--- src/rtl/pt_check.sv ---
// Plaintext validity checker: reads a length-prefixed message from a synchronous-read
// memory and reports whether every message byte is printable ASCII (0x20..0x7E).
module pt_check (
  input  logic       clk,
  input  logic       rst,
  input  logic       en,
  output logic       rdy,
  output logic [7:0] pt_addr,
  input  logic [7:0] pt_rddata,
  output logic       ok,
  output logic [7:0] msg_len,
  output logic [7:0] bad_idx
);

  typedef enum logic [2:0] {
    IDLE,
    LEN_ADDR,
    LEN_READ,
    BYTE_ADDR,
    BYTE_READ
  } state_t;

  state_t     state, state_n;
  logic [7:0] addr_n;
  logic       ok_n;
  logic [7:0] len_n;
  logic [7:0] bad_n;
  logic       byte_pass;

  assign rdy       = (state == IDLE);
  assign byte_pass = (pt_rddata >= 8'h20) && (pt_rddata <= 8'h7E);

  always_ff @(posedge clk) begin
    if (rst) begin
      state   <= IDLE;
      pt_addr <= 8'd0;
      ok      <= 1'b0;
      msg_len <= 8'd0;
      bad_idx <= 8'd0;
    end else begin
      state   <= state_n;
      pt_addr <= addr_n;
      ok      <= ok_n;
      msg_len <= len_n;
      bad_idx <= bad_n;
    end
  end

  // The last-index test compares before incrementing, so L=255 stops at address 255.
  always_comb begin
    state_n = state;
    addr_n  = pt_addr;
    ok_n    = ok;
    len_n   = msg_len;
    bad_n   = bad_idx;
    case (state)
      IDLE: begin
        if (en) begin
          state_n = LEN_ADDR;
          addr_n  = 8'd0;
          ok_n    = 1'b0;
          len_n   = 8'd0;
          bad_n   = 8'd0;
        end
      end
      LEN_ADDR: state_n = LEN_READ;
      LEN_READ: begin
        len_n = pt_rddata;
        if (pt_rddata == 8'd0) begin
          ok_n    = 1'b1;
          state_n = IDLE;
        end else begin
          addr_n  = 8'd1;
          state_n = BYTE_ADDR;
        end
      end
      BYTE_ADDR: state_n = BYTE_READ;
      BYTE_READ: begin
        if (!byte_pass) begin
          ok_n    = 1'b0;
          bad_n   = pt_addr;
          state_n = IDLE;
        end else if (pt_addr == msg_len) begin
          ok_n    = 1'b1;
          bad_n   = 8'd0;
          state_n = IDLE;
        end else begin
          addr_n  = pt_addr + 8'd1;
          state_n = BYTE_ADDR;
        end
      end
      default: state_n = IDLE;
    endcase
  end

endmodule

--- config.mk ---
export PLATFORM = sky130hd
export DESIGN_NAME = pt_check
export DESIGN_NICKNAME = d
export VERILOG_FILES = /design/src/rtl/pt_check.sv
export SDC_FILE = /design/constraint.sdc
export NUM_CORES = 1
export LEC_CHECK = 0
export ABC_AREA = 1
export CAP_MARGIN = 20
export CORE_UTILIZATION = 45
export CTS_BUF_LIST = sky130_fd_sc_hd__clkbuf_8
export DETAILED_ROUTE_END_ITERATION = 16
export PLACE_DENSITY = 0.82
export SYNTH_ARGS = -nofsm -noshare
export SYNTH_HDL_FRONTEND = slang
export SYNTH_SLANG_ARGS = --single-unit
export TNS_END_PERCENT = 10
--- constraint.sdc ---
create_clock -name clk -period 1.4 [get_ports clk]
set_clock_uncertainty 0.05 [all_clocks]
set_input_delay 0.35 -clock clk [delete_from_list [all_inputs] [get_ports clk]]
set_output_delay 0.35 -clock clk [all_outputs]
set_load 0.1 [all_outputs]
After elaboration in Yosys (flattened, before gate mapping)
Cells that the tools add are included.

storage, ports and cells
  bits in registers = 28
  output and inout port bits = 26
  logic and storage cells = 48
  input port bits = 11

cells by class
  $lt $le $gt $ge = 2
  reduce and logical (&&, ||, !) cells = 10
  equality and inequality tests = 11
  add/sub/neg operators = 1
  muxes and demuxes = 19

operator list
  kind                 count
  $mux 8               6
  $pmux 8 s2           2
  $pmux 8 s3           1
  $pmux 3 s5           1
  $ne 2x2->1 const B   5
  $add 8x1->8 const B  1
  $eq 8x8->1           1
  $ge 8x6->1 const B   1
  $le 8x7->1 const B   1
  $logic_not 8->1      1
  $eq 3x2->1 const B   2
  $mux 2               3
  $reduce_and 5->1     1
  $mux 1               4
  $reduce_and 4->1     1
  $reduce_bool 2->1    2
  $eq 3x1->1 const B   1
  $eq 3x3->1 const B   1
  $logic_not 3->1      1
  $mux 3               1
  $ne 3x3->1 const B   1
  $pmux 1 s3           1
  $reduce_and 3->1     1
  $reduce_bool 3->1    1
  other kinds (2)      2

Logic depth before layout (Yosys ltp)
  depth in word-level cells = 4
  depth in mapped cells = 12
  depth with buffers taken out = 11

Worst setup path after synthesis
Ideal clock, no wire load.

  path type = reg2reg
  from = register state[0]
  to = register bad_idx[5]
  cell stages (with the launch flop) = 8
  arrival = 2611 ps
  period minus slack after synthesis = 2793 ps
  buffers on the path = 1
  setup slack = -1393 ps
  setup time = 132 ps
  cells stage by stage = dfxtp_1 > inv_1 > nand2_2 > nor2_1 > nand2_1 > buf_2 > nand3_1 > a21oi_1

between the ends
  word-level cells in the longest chain between the ends = 3
  elaborated cells on any way between the ends = 7
  those cells by class = eq/ne (3); mux (1); reduce/logical (3)

RTL lines
  what                                                              line  source
  start: declaration                                                23    state_t state, state_n;
  start signal: assignment                                          41    state <= state_n;
  $logic_not 3->1 *                                                 n/a
  via rdy                                                           7     output logic rdy,
  $ne 2x2->1 (no line) / $reduce_bool 2->1 (equally long branches)  n/a
  $reduce_and 3->1 (no line)                                        n/a
  end signal: assignment                                            45    bad_idx <= bad_n;
  end: declaration                                                  12    output logic [7:0] bad_idx

The timed path passes the listed nets; every way through them passes the cells marked *.
A chain may end at the register's enable or synchronous reset.

Worst setup path in the final report
  from = register pt_addr[3]
  to = register pt_addr[0]

between the ends
  word-level cells in the longest chain between the ends = 3

RTL lines
  what                        line  source
  start: declaration          8     output logic [7:0] pt_addr,
  start signal: assignment    42    pt_addr <= addr_n;
  $eq 8x8->1                  83    end else if (pt_addr == msg_len) begin
  $ne 2x2->1 (no line)        n/a
  $reduce_and 5->1 (no line)  n/a

No other way between the ends.

==> metrics.cfg <==
[place]
place.gp.congestion=0.815
port_buffers=36
place_ws_ns=-0.602
dp_cells=312
place_hpwl_um=3410
placed_area_mm2=0.00244

[cells_and_area]
final_area_mm2=0.00275
drive_gt1_share_pct=47.9
fillers=141
area_growth_pct=84.6
nNetsFinal=295
n_antenna_cell=0
fin_cells=326

[critical_path]
cp.buffers_inverters=0
worstPathRequired_ns=1.56
crit_chain=xnor2_2 > nand2_2 > nor2_2 > nand2_2 > nand2_4 > nand2_8 > nand2_4 > nand2_1 > a21oi_1
endpoint_kind=flip-flop
slowest_stage=dfxtp_4
cp.arrival_ns=1.79
cp.depth=9
crit_type=reg -> reg
start_kind=flip-flop
cp_slowest_stage_delay_ns=0.38
cp_max_fo=5
cp_top_family=simple AND/OR/NAND/NOR gates
r2r_cells=9

[synth]
yosys.area.top_type=dfxtp_1
synth_top_area_share_pct=37.6
yosys-top-cells-area=dfxtp_1 38%, nand3_1 12%, nand2_1 12%
synth-edff-count=0
ys_types=26
ys.warnings.count=0
syn_area_mm2=0.00149
synthMostInstantiatedCell=nand2_1
synth_commonest_cells=46 x nand2_1, 37 x nand3_1, 28 x a21oi_1, 28 x dfxtp_1, 17 x inv_1
syn_avg_cell_area_um2=7.06
seq_area_frac_synth_pct=37.6
ys_ff_latch=28
synth_ff_type=dfxtp_1
async_flop_share_pct=0
syn_nets=223
synth_cells=211

[status]
status=complete, but fails checks
violations=negative setup slack

[sta]
worst_slew_pin_slew_ns=0.261
slew_viol_final=0
min_period_ns=1.63
finalSetupTns_ns=-2.14
worst_slack_ns=-0.226
hold_viol_final=0
timing.fmax_mhz=615
slew_headroom_pct=82.5
min_period_over_period_pct=116
rsz0062_at_grt=yes
setup_viol=22

[worst_hold_path]
hold_path_depth=2
hold_path.class=reg -> reg

[floorplan]
io_pins=37
die_w_um=59.5
core_area_mm2=0.00310
num_rows=20
start_util_pct=48.0
fp.dieH_um=59.5
dieArea_mm2=0.00355

[clocking]
cts_tree=done
cts-root-buf=clkbuf_8
cts_num_sinks=28
cts_made_buffers=3
cts_buffer_depth=2
clk_latency_ns=0.29
h-tree-depth=1
hold_buffers=0
path_clk_slew_ns=0.09

[global_route]
overflow=0
first_global_vias=1883
grtUsageTotal_pct=36.2
antenna_found_initial=1
grt_pass1_wl_um=9270
grt_max_degree=18

[detailed_routing]
drt-total-wl_um=7020
routed_via_density=6.29
drc=0
drt_iter0_markers=246
drt-pass1-iter-count=5
vias=2051
wl_per_cell_um=21.5
antenna_left=0

[pwr]
leakage_nw=1.06
irDropWorstVdd_v=0.00132
power.density_mw_per_mm2=1040

[job]
maxCapViolCount=0

-- worst min-delay path, stage by stage, from the launching register on --
cell and delay [ns]:
dfxtp_2 0.34, inv_4 0.08, nor4_1 0.05
-- layout make-up --
class / count / area (µm²) / area share [%]
multi-input combinational: 158 / 1010 / 36.8
sequential: 28 / 624 / 22.7
inverter: 20 / 82.6 / 3.00
timing repair buffer: 72 / 921 / 33.5
clock buffer: 4 / 55.1 / 2.00
tap: 44 / 55.1 / 2.00
-- power breakdown --
part | switching [mW] | internal, mW
clock | 0.268 | 0.253
combinational | 0.939 | 0.518
sequential | 0.0518 | 0.830
-- worst paths after layout --
kind	startpoint	endpoint	slack, ns
setup / recovery	pt_addr[3]	pt_addr[0]	-0.23
hold reg to reg	state[1]	state[2]	0.45
setup reg to reg	pt_addr[3]	pt_addr[0]	-0.23
hold / removal	state[1]	state[2]	0.45
-- cells in the final DEF, fill, tap and decap left out --
cell type and instances:
or2_2 1, nor2_8 1, nor3_4 1, nand3_1 31, nand4_1 4, dlygate4sd2_1 7
dfxtp_1 9, nand2_4 7, clkdlybuf4s50_1 2, a31oi_1 1, ha_1 1, nor3b_2 1
nand2_1 37, nand2_8 3, clkbuf_8 4, buf_6 7, nand2_2 8, xor2_1 2
inv_1 16, nor2_4 3, nand3_2 6, nor2_1 8, buf_4 28, xnor2_2 3
dfxtp_4 16, dfxtp_2 3, clkdlybuf4s15_1 1, inv_2 1, inv_4 3, buf_12 27
nor4_1 1, xnor2_1 3, nor2_2 7, a21oi_1 23, o21ai_0 1, a21oi_2 5
-- sequential cells by signal, indices dropped and copies added, names as in the netlist --
register and count:
bad_idx 8, msg_len 8, ok 1, pt_addr 8, state 3
-- logic make-up after synthesis --
logic type | after synthesis | share of synthesized area (%)
xor+xnor | 8 | 4.70
simple gates | 115 | 38.1
fa+ha+maj | 1 | 0.839
flops | 28 | 37.6
compound gates | 30 | 10.2
buf+inv | 29 | 8.56
-- routing by layer --
| metal | up-vias | share of wire [%] | track usage (%) |
|---|---|---|---|
| met5 | - | 0 | 0 |
| met4 | 0 | 7.8 | 20.6 |
| met3 | 69 | 10 | 9.17 |
| met2 | 189 | 47 | 60.5 |
| met1 | 952 | 35 | 41.9 |
| li1 | 841 | - | - |
-- timing repair --
item                       in CTS  in global routing
gates resized for setup        29                 26
pin swaps                      17                 14
buffers inserted                4                  4
setup endpoints to repair      20                 27
gates cloned                    4                  0
-- through the flow --
step	utilization, %	hold WS [ns]	power [mW]
after floorplan	-	0.422	1.62
after global placement	78.7	0.433	1.97
after detailed placement	78.7	0.448	2.01
after CTS	84.2	0.433	2.60
after global routing	88.6	0.466	2.96
final	88.6	0.452	2.86
No activity file was read; power rests on OpenSTA's default activity.
